===== config.mk =====
export PLATFORM = sky130hd
export DESIGN_NAME = mux16_bus_arbiter_flat
export DESIGN_NICKNAME = d
export VERILOG_FILES = /design/src/rtl/mux16_bus_arbiter_if.sv /design/src/rtl/mux16_bus_arbiter.sv /design/src/flat_wrapper.sv
export SDC_FILE = /design/constraint.sdc
export NUM_CORES = 1
export LEC_CHECK = 0
export ABC_CLOCK_PERIOD_IN_PS = 2600
export CAP_MARGIN = 30
export CORE_MARGIN = 1.5
export CORE_UTILIZATION = 35
export CTS_CLUSTER_SIZE = 28
export DETAILED_ROUTE_END_ITERATION = 10
export DONT_BUFFER_PORTS = 1
export GPL_ROUTABILITY_DRIVEN = 1
export GPL_TIMING_DRIVEN = 0
export PLACE_DENSITY = 0.49
export SETUP_SLACK_MARGIN = 0.2
export SKIP_CTS_REPAIR_TIMING = 1
export SYNTH_ARGS = -nofsm -noshare
export SYNTH_HDL_FRONTEND = slang
export SYNTH_SLANG_ARGS = --single-unit

===== constraint.sdc =====
create_clock -name clk -period 2.6 [get_ports clk]
set_input_delay 0.39 -clock clk [delete_from_list [all_inputs] [get_ports clk]]
set_output_delay 0.39 -clock clk [all_outputs]
set_load 0.02 [all_outputs]

===== src/rtl/mux16_bus_arbiter_if.sv =====
// Handshake bundle between four requesters, the shared-bus arbiter and the single sink.
// The master modport is the arbiter's view; slave is the requester/sink side.
interface mux16_bus_arbiter_if #(
    parameter int unsigned WIDTH = 16
);
    logic [3:0]         req_valid;
    logic [4*WIDTH-1:0] req_data;
    logic [3:0]         req_ready;
    logic               out_valid;
    logic [WIDTH-1:0]   out_data;
    logic [1:0]         out_src;
    logic               out_ready;

    modport master (
        input  req_valid,
        input  req_data,
        input  out_ready,
        output req_ready,
        output out_valid,
        output out_data,
        output out_src
    );

    modport slave (
        output req_valid,
        output req_data,
        output out_ready,
        input  req_ready,
        input  out_valid,
        input  out_data,
        input  out_src
    );
endinterface


===== src/rtl/mux16_bus_arbiter.sv =====
// Four-way shared-bus arbiter with bursts of up to MAX_BURST beats per grant.
// MUX16_ARB_ROUND_ROBIN_EN selects round-robin from last+1; otherwise fixed priority (0 highest).
module mux16_bus_arbiter #(
    parameter int unsigned WIDTH     = 16,
    parameter int unsigned MAX_BURST = 4
) (
    input  logic                clk,
    input  logic                reset,
    mux16_bus_arbiter_if.master bus
);
    localparam int unsigned   CW        = (MAX_BURST > 1) ? $clog2(MAX_BURST) : 1;
    localparam logic [CW-1:0] LAST_BEAT = CW'(MAX_BURST - 1);

    typedef enum logic {
        IDLE,
        GRANT
    } state_t;

    state_t           r_state;
    state_t           w_state_nxt;
    logic [1:0]       r_owner;
    logic [1:0]       w_owner_nxt;
    logic [1:0]       r_last;
    logic [1:0]       w_last_nxt;
    logic [CW-1:0]    r_beat;
    logic [CW-1:0]    w_beat_nxt;
    logic [1:0]       w_winner;
    logic             w_any_req;
    logic             w_owner_valid;
    logic [WIDTH-1:0] w_sel_data;

    assign w_any_req     = |bus.req_valid;
    assign w_owner_valid = bus.req_valid[r_owner];
    assign bus.out_src   = r_owner;

`ifdef MUX16_ARB_ROUND_ROBIN_EN
    // Nearest valid requester after the previous owner, wrapping; last itself is lowest.
    always_comb begin
        logic found;
        logic [1:0] idx;
        found    = 1'b0;
        w_winner = r_last + 2'd1;
        for (int unsigned k = 1; k <= 4; k++) begin
            idx = r_last + 2'(k);
            if (!found && bus.req_valid[idx]) begin
                w_winner = idx;
                found    = 1'b1;
            end
        end
    end
`else
    always_comb begin
        w_winner = 2'd0;
        if (bus.req_valid[0])      w_winner = 2'd0;
        else if (bus.req_valid[1]) w_winner = 2'd1;
        else if (bus.req_valid[2]) w_winner = 2'd2;
        else if (bus.req_valid[3]) w_winner = 2'd3;
    end
`endif

    always_comb begin
        case (r_owner)
            2'd0:    w_sel_data = bus.req_data[0*WIDTH +: WIDTH];
            2'd1:    w_sel_data = bus.req_data[1*WIDTH +: WIDTH];
            2'd2:    w_sel_data = bus.req_data[2*WIDTH +: WIDTH];
            default: w_sel_data = bus.req_data[3*WIDTH +: WIDTH];
        endcase
    end

    always_comb begin
        w_state_nxt   = r_state;
        w_owner_nxt   = r_owner;
        w_last_nxt    = r_last;
        w_beat_nxt    = r_beat;
        bus.out_valid = 1'b0;
        bus.out_data  = '0;
        bus.req_ready = '0;
        case (r_state)
            IDLE: begin
                if (w_any_req) begin
                    w_owner_nxt = w_winner;
                    w_beat_nxt  = '0;
                    w_state_nxt = GRANT;
                end
            end
            GRANT: begin
                bus.out_valid          = w_owner_valid;
                bus.req_ready[r_owner] = bus.out_ready;
                if (w_owner_valid) begin
                    bus.out_data = w_sel_data;
                end
                // An owner that drops valid gives up the rest of its burst immediately.
                if (!w_owner_valid) begin
                    w_last_nxt  = r_owner;
                    w_state_nxt = IDLE;
                end else if (bus.out_ready) begin
                    if (r_beat == LAST_BEAT) begin
                        w_beat_nxt  = '0;
                        w_last_nxt  = r_owner;
                        w_state_nxt = IDLE;
                    end else begin
                        w_beat_nxt = r_beat + CW'(1);
                    end
                end
            end
            default: w_state_nxt = IDLE;
        endcase
    end

    always_ff @(posedge clk or posedge reset) begin
        if (reset) begin
            r_state <= IDLE;
            r_owner <= 2'd0;
            r_last  <= 2'd3;
            r_beat  <= '0;
        end else begin
            r_state <= w_state_nxt;
            r_owner <= w_owner_nxt;
            r_last  <= w_last_nxt;
            r_beat  <= w_beat_nxt;
        end
    end
endmodule

===== src/flat_wrapper.sv =====
// flat-port wrapper written by rule: the top's interface ports become plain ports
module mux16_bus_arbiter_flat 
#(
    parameter int unsigned WIDTH     = 16,
    parameter int unsigned MAX_BURST = 4
)
  (clk, reset, bus_req_valid, bus_req_data, bus_out_ready, bus_req_ready, bus_out_valid, bus_out_data, bus_out_src);
  mux16_bus_arbiter_if #(.WIDTH(WIDTH)) bus_i ();
  input  logic clk;
  input  logic reset;
  input wire logic [$bits(bus_i.req_valid)-1:0] bus_req_valid;
  input wire logic [$bits(bus_i.req_data)-1:0] bus_req_data;
  input wire logic [$bits(bus_i.out_ready)-1:0] bus_out_ready;
  output wire logic [$bits(bus_i.req_ready)-1:0] bus_req_ready;
  output wire logic [$bits(bus_i.out_valid)-1:0] bus_out_valid;
  output wire logic [$bits(bus_i.out_data)-1:0] bus_out_data;
  output wire logic [$bits(bus_i.out_src)-1:0] bus_out_src;
  assign bus_i.req_valid = bus_req_valid;
  assign bus_i.req_data = bus_req_data;
  assign bus_i.out_ready = bus_out_ready;
  assign bus_req_ready = bus_i.req_ready;
  assign bus_out_valid = bus_i.out_valid;
  assign bus_out_data = bus_i.out_data;
  assign bus_out_src = bus_i.out_src;
  mux16_bus_arbiter #(.WIDTH(WIDTH), .MAX_BURST(MAX_BURST)) u_core (.clk(clk), .reset(reset), .bus(bus_i));
endmodule

* Yosys cells after proc, flatten, opt, wreduce, memory -nomap -nowiden
Index checks and enable logic that the tools add are counted.
** Storage, ports and cells
- Register bits after elaboration :: 5
- Latch bits :: 0
- Memory bits (writable) :: 0
- Memory bits (read-only) :: 0
- Logic and storage cells :: 42
- Memories :: 0
** Operators by class
- $add $sub $neg :: 1
- $mul :: 0
- Div/mod/pow operators :: 0
- Order comparisons :: 2
- Eq/ne operators :: 6
- Shift-type cells :: 0
- Mux-type cells :: 23
- Bitwise operators :: 2
- Reductions and logical operators :: 5
** Operator list (count)
- 16-bit one-hot mux with 3 select lines :: 1
- 16-bit two-way mux :: 2
- 2-bit two-way mux :: 8
- 1-bit two-way mux :: 7
- 4-bit bitwise AND :: 1
- 2-bit equality test, second input constant :: 2
- 4-bit two-way mux :: 1
- 2-bit != test, second input constant :: 2
- 2-bit one-hot mux with 2 select lines :: 1
- 4-bit OR reduction :: 1
- 2-bit by 3-bit < comparator with 1-bit output, second input constant :: 1
- 3-bit AND reduction :: 1
- 2-bit by 1-bit adder with 2-bit output, second input constant :: 1
- 1-bit binary-select mux with 2-bit select :: 1
- 1-bit demux with 2-bit select :: 1
- 2-bit by 1-bit equality test with 1-bit output, second input constant :: 1
- 2-bit by 1-bit >= comparator with 1-bit output, second input constant :: 1
- 2-bit logical NOT :: 1
- 2-bit by 1-bit != test with 1-bit output, second input constant :: 1
- 1-bit one-hot mux with 2 select lines :: 1
- 2-bit AND reduction :: 1
- 1-bit logical AND :: 1
- 1-bit inverter :: 1

* Longest topological paths before layout
Gate-level depths: netlist of the first run.
- Depth after elaboration :: 6
- Depth in mapped cells :: 5
- Mapped depth without buffers :: 3

* Least setup slack after synthesis of the first run
Ideal clock, no wire load.
- Path kind :: reg2out
- Start :: register u_core.r_owner[0] (netlist: u_core.bus.out_src[0])
- End :: output bus_out_data[10]
- Arrival :: 1.475 ns
- Setup slack :: 0.735 ns
- Cell stages (with the launch flop) :: 6
- Path through :: dfrtp_1 -> buf_6 -> nand2_1 -> o22a_4 -> buf_6 -> nor2b_1
** Between the ends
- Cells in the longest elaborated chain, start to end :: 4
- Elaborated cells between the ends (all ways) :: 8
- Classes of those cells :: 2 x eq/ne; 5 x mux; 1 x reduce/logical
** RTL lines
- start: declaration :: line mux16_bus_arbiter.sv:21 : logic [1:0] r_owner;
- start signal: assignment :: line mux16_bus_arbiter.sv:118 : r_owner <= w_owner_nxt;
- 2-bit equality test, or another cell as far along :: line mux16_bus_arbiter.sv:62 : case (r_owner)
- 16-bit one-hot mux with 3 select lines or 1-bit two-way mux (tied branches) :: line mux16_bus_arbiter.sv:62, mux16_bus_arbiter.sv:33
- 16-bit two-way mux (*) :: line mux16_bus_arbiter.sv:89 : if (w_owner_valid) begin
- 16-bit two-way mux (*) :: line mux16_bus_arbiter.sv:78 : case (r_state)
- end: declaration :: line flat_wrapper.sv:16 : output wire logic [$bits(bus_i.out_data)-1:0] bus_out_data;
Every way passes the cells marked *; elsewhere a longest branch is shown, timed or not. The select of a mux whose other input is x is not followed.

* Final worst setup path of the first run
- Start :: register u_core.r_owner[0] (netlist: u_core.bus.out_src[0])
- End :: output bus_out_data[13]
Same word-level chain as after synthesis.

==> results of run 1 <==
## per-layer routing
metal	GRT usage	part of all wire	wire length, microns	up-vias
met5	0	0	0	-
met4	0.06410	0	0	0
met3	0.008475	0.073	148	0
met2	0.2188	0.58	1189	38
met1	0.1617	0.34	697	315
li1	-	-	-	306
## state kept, by name, indices dropped and copies added (netlist names)
| register | cells |
|---|---|
| u_core.bus.out_src | 2 |
| u_core.r_state | 1 |
| u_core.r_beat | 2 |
## critical path, cell delays in order (launching register included)
cell,delay (ps)
dfrtp_1,530
buf_6,230
nand2_1,80
o22a_4,270
buf_6,160
nor2b_1,350
## cell usage after synthesis, drive strengths merged
cell type,count,area share
mux4,16,0.42
nor2b,16,0.12
nor2,8,0.034
buf,5,0.049
dfrtp,5,0.14
inv,5,0.021
mux2i,4,0.046
a21oi,2,0.011
o21ai,2,0.011
o22a,2,0.030
o22ai,2,0.021
and2,1,0.0071
clkbuf,1,0.016
ha,1,0.014
nand2,1,0.0043
nand2b,1,0.0071
nand3,1,0.0057
nand3b,1,0.0086
nor4,1,0.0071
o21bai,1,0.0086
or2,1,0.0071
## logic make-up after synthesis
group                      count (synthesis)  share of synthesized area
and+or+nand+nor                           31                     0.2043
muxes                                     20                     0.4700
buffers and inverters                     11                    0.08570
AOI/OAI and AO/OA                          9                    0.08287
DFF                                        5                     0.1429
adders and majority gates                  1                    0.01428
## final timing paths
path	from	end	depth (start not counted)
worst min register to register	u_core.r_beat[1]	u_core.r_beat[1]	2
worst min-delay path	bus_req_valid[0]	u_core.bus.out_src[1]	3
worst max-delay path	u_core.bus.out_src[0]	bus_out_data[13]	5
max in group asynchronous	reset	u_core.bus.out_src[0]	2
worst max register to register	u_core.bus.out_src[0]	u_core.r_beat[0]	4
min in group asynchronous	reset	u_core.r_state	2
## power groups by stage
stage          Sequential, mW  Clock, mW  Combinational, mW
6_report                0.172     0.0851              0.973
5_1_grt                 0.177     0.0984               1.05
4_1_cts                 0.173     0.0906              0.984
3_5_place_dp            0.174          0              0.982
3_3_place_gp            0.174          0              0.973
2_1_floorplan           0.162          0              0.879
## cell type report
cell class | count | area [sq um]
repair buffers | 1 | 10.01
flip-flops and latches | 5 | 125.1
multi-input cells | 61 | 675.6
well taps | 28 | 35.03
fillers | 230 | 1350
inverters | 5 | 18.77
clock buffers | 4 | 26.28
plain buffers | 6 | 56.30
## stage by stage
| stage | utilization | worst slack, ps | instance area [sq um] |
|---|---|---|---|
| 2_1_floorplan | - | 735.3 | 875.8 |
| 3_3_place_gp | 0.3965 | 597.7 | 910.9 |
| 3_5_place_dp | 0.3965 | 577.1 | 910.9 |
| 4_1_cts | 0.4080 | 314.8 | 937.1 |
| 5_1_grt | 0.4123 | 213.4 | 947.2 |
| 6_report | 0.4123 | 353.1 | 947.2 |
==> impl_metrics.yaml, run 1 <==
run_status:
  run_status: "finished clean"
setup_path:
  r2r_slack_ps: 1070
  critPathLaunchType: "flop"
  end_kind: "output port"
  cp_max_fo: 10
  required_ps: 2210
  path_class: "flop to output port"
  arrival_ps: 1860
placed_design:
  dp_cells: 105
  port_buffers: 0
  hpwl_microns: 1710
  place_congestion: 0.7029
sta:
  fin_tns_setup_ps: 0
  hold_ws_ps: 354.6
  finalSetupViolations: 0
  rsz0062_at_grt: "no"
  post-route-period-util: 0.8642
  hold_viol_final: 0
  maxSlewHeadroom: 0.6816
  fmax_mhz: 445.1
  period_needed_ps: 2247
  slew_violations: 0
  clock_skew_ps: 2.672
  worst_slew_pin_slew_ps: 473.3
detailed_routing:
  remaining_drc_errors: 0
  via_per_inst: 5.991
  ant_nets: 0
  vias: 659
  first_pass_iters: 4
  drt-initial-drc-count: 5
  wl_per_cell_microns: 18.50
  drt-total-wl_microns: 2035
die:
  die_h_microns: 53.03
  initial_core_util: 0.3813
  row_count: 17
  core-area_sq_um: 2297
  die_w_microns: 53.03
  die_area_sq_um: 2812
  ios: 94
clocking:
  cts_tree: "built"
  max-clock-path-buffers: 2
  clock_sinks: 5
  clockRootBuffer: "clkbuf_4"
  h-tree-depth: 1
  clkTransAtPathRegs_ps: 40
  clk_latency_ps: 230
  numCtsBuffers: 3
yosys:
  synthCells: 77
  yosysUniqueCellTypes: 27
  synth_seq_area_share: 0.1429
  syn_area_sq_um: 875.8
  syn-num-nets: 149
  synth_seq_cells: 5
  syn_area_per_cell_sq_um: 11.37
  yosys_warnings: 0
power_and_ir_drop:
  power.switching_mw: 0.6026
  switching_share: 0.4899
  p_leak_nw: 0.3650
  pwr-share-seq: 0.140
  powerDensity_nw_per_um2: 1299
  peakVddDrop_uv: 627.1
  total_power_mw: 1.230
  p_int_mw: 0.6274
  p_clk_frac: 0.069
  p_comb_frac: 0.791
grt:
  grt_overflow: 0
  grt_pass1_wl_microns: 2525
  grt_max_degree: 11
  grt_usage: 0.1281
  antenna_found_initial: 0
  grt_pass1_vias: 529
finish:
  nNetsFinal: 155
  final_cell_mix: "nor2b_1 (15), mux4_2 (13), nor2_1 (8)"
  syn_to_final_growth_pct: 8.143
  antenna_cells: 0
  drive_gt1_frac: 0.3171
  final_cells: 110
  final_common_cell: "nor2b_1"
min_path:
  worstHoldPathType: "primary input to flop"
flow_run:
  cap_violations: 0
Note: power is estimated with default switching activity, not from simulation.
==> run 2: changes to the inputs <==
--- a/config.mk
+++ b/config.mk
@@ -5,6 +5,7 @@
 export SDC_FILE = /design/constraint.sdc
 export NUM_CORES = 1
 export LEC_CHECK = 0
+export ABC_AREA = 1
 export ABC_CLOCK_PERIOD_IN_PS = 2600
 export CAP_MARGIN = 30
 export CORE_MARGIN = 1.5
==> run 2 against run 1 <==
Effect of this change:
- critical path depth grew 1
- register-to-register slack is essentially flat
- global-route usage grew 5.4 points
- die area shrank 2.7%
- sequential power grew 13%
- via count grew 60%
- critical path type unchanged
- flip-flop and latch count is the same
- sequential share of layout area grew 0.34 points
- hold slack lost 110 ps
==> impl_metrics.yaml, run 2 <==
run_status:
  run_status: "finished clean"
detailed_routing:
  drt-total-wl_microns: 2648
  vias: 1057
  wl_per_cell_microns: 13.94
  first_pass_iters: 4
  via_per_inst: 5.563
  remaining_drc_errors: 0
  drt-initial-drc-count: 15
  ant_nets: 0
sta:
  post-route-period-util: 0.8591
  rsz0062_at_grt: "no"
  maxSlewHeadroom: 0.5734
  finalSetupViolations: 0
  slew_violations: 0
  fmax_mhz: 447.7
  period_needed_ps: 2234
  clock_skew_ps: 6.416
  worst_slew_pin_slew_ps: 635.0
  setup_ws_ps: 366.2
  hold_ws_ps: 241.4
  fin_tns_setup_ps: 0
  hold_viol_final: 0
min_path:
  worstHoldPathType: "primary input to flop"
  min_from: "bus_req_valid[0]"
setup_path:
  arrival_ps: 1840
  path_class: "flop to output port"
  critPathLaunchType: "flop"
  r2r-start: "u_core.bus.out_src[1]"
  end_kind: "output port"
  cp_max_fo: 10
  cp-startpoint: "u_core.bus.out_src[1]"
  required_ps: 2210
yosys:
  yosys_warnings: 0
  syn_area_per_cell_sq_um: 5.419
  netlist_top_cells_area: "nand2_1 (23%), dfrtp_1 (15%), nand3_1 (11%)"
  synth_seq_area_share: 0.1471
  synth_seq_cells: 5
  syn_area_sq_um: 850.8
  synthCells: 157
  synth_common_cells: "nand2_1 (53), nand3_1 (19), o21ai_0 (17)"
  synth_top_cell_area_share: 0.2338
  async_flop_share: 1.000
  yosysMostFrequentCell: "nand2_1"
  yosysUniqueCellTypes: 21
  synth_top_cell_by_area: "nand2_1"
  synth_edf_count: 0
  dominantRegCellSynth: "dfrtp_1"
  syn-num-nets: 229
clocking:
  h-tree-depth: 1
  cts_tree: "built"
  numCtsBuffers: 3
  clkTransAtPathRegs_ps: 50
  clk_latency_ps: 250
  max-clock-path-buffers: 2
  clockRootBuffer: "clkbuf_4"
  clock_sinks: 5
finish:
  nNetsFinal: 235
  drive_gt1_frac: 0.1605
  n_fill_cell: 264
  antenna_cells: 0
  final_common_cell: "nand2_1"
  final_cell_mix: "nand2_1 (53), nand3_1 (19), o21ai_0 (17)"
  syn_to_final_growth_pct: 8.529
power_and_ir_drop:
  p_leak_nw: 0.4226
  total_power_mw: 1.342
  peakVddDrop_uv: 588.0
  powerDensity_nw_per_um2: 1453
die:
  die_h_microns: 52.31
  initial_core_util: 0.3774
  ios: 94
  core-area_sq_um: 2255
  row_count: 17
  die_w_microns: 52.31
  die_area_sq_um: 2736
grt:
  grt_pass1_wl_microns: 3795
  grt_overflow: 0
  antenna_found_initial: 0
  grt_usage: 0.1817
  grt_pass1_vias: 936
  grt_max_degree: 11
flow_run:
  cap_violations: 0
placed_design:
  place_congestion: 0.7838
  port_buffers: 0
  pre_cts_ws_ps: 629.1
  hpwl_microns: 2085
==> run 2: area by class of cell <==
cell class / instances / area, sq um / area share
well taps: 28 / 35.03 / 0.03794
plain buffers: 8 / 52.55 / 0.05691
inverters: 8 / 30.03 / 0.03252
multi-input cells: 136 / 644.4 / 0.6978
clock buffers: 4 / 26.28 / 0.02846
flip-flops and latches: 5 / 125.1 / 0.1355
repair buffers: 1 / 10.01 / 0.01084
==> run 2: kinds of logic after synthesis <==
kind of cell	Yosys count	share of synthesized area
simple gates	98	0.5221
flops	5	0.1471
fa+ha+maj	1	0.01470
buf+inv	16	0.09559
compound gates	37	0.2206
==> run 2: per-layer routing <==
layer  part of all wire  global-route usage  vias to the layer above
met5                  0                   0                        -
met4                  0             0.05128                        0
met3              0.096             0.04571                        0
met2               0.48              0.3354                       62
met1               0.42              0.2024                      466
li1                   -                   -                      529
==> run 2: through the flow <==
step	util	area [sq um]	std cells
after floorplan	-	850.8	157
after global placement	0.3929	885.9	185
after detailed placement	0.3929	885.9	185
after CTS	0.4046	912.1	189
final	0.4095	923.4	190
after global routing	0.4095	923.4	190
==> run 2: critical path, stage by stage, from the launching register on <==
cell and delay, ps:
dfrtp_1 530, nor2_2 330, buf_2 280, nand2_1 80, nand3_1 80, o21ai_1 70
nor2_2 210
==> run 2: worst paths after layout <==
check / end / slack (ps) / depth (start not counted)
hold reg to reg: u_core.r_beat[1] / 550 / 2
setup / recovery: bus_out_data[11] / 370 / 6
min in group asynchronous: u_core.bus.out_src[0] / 490 / 2
setup reg to reg: u_core.r_state / 1080 / 7
max in group asynchronous: u_core.r_beat[0] / 1920 / 2
hold / removal: u_core.bus.out_src[0] / 240 / 1
==> run 2: power by group <==
group	total (mW)	switching [mW]	internal, mW
registers	0.195	0.0812	0.114
logic	1.05	0.734	0.321
clock network	0.0917	0.0335	0.0581
total	1.34	0.848	0.493
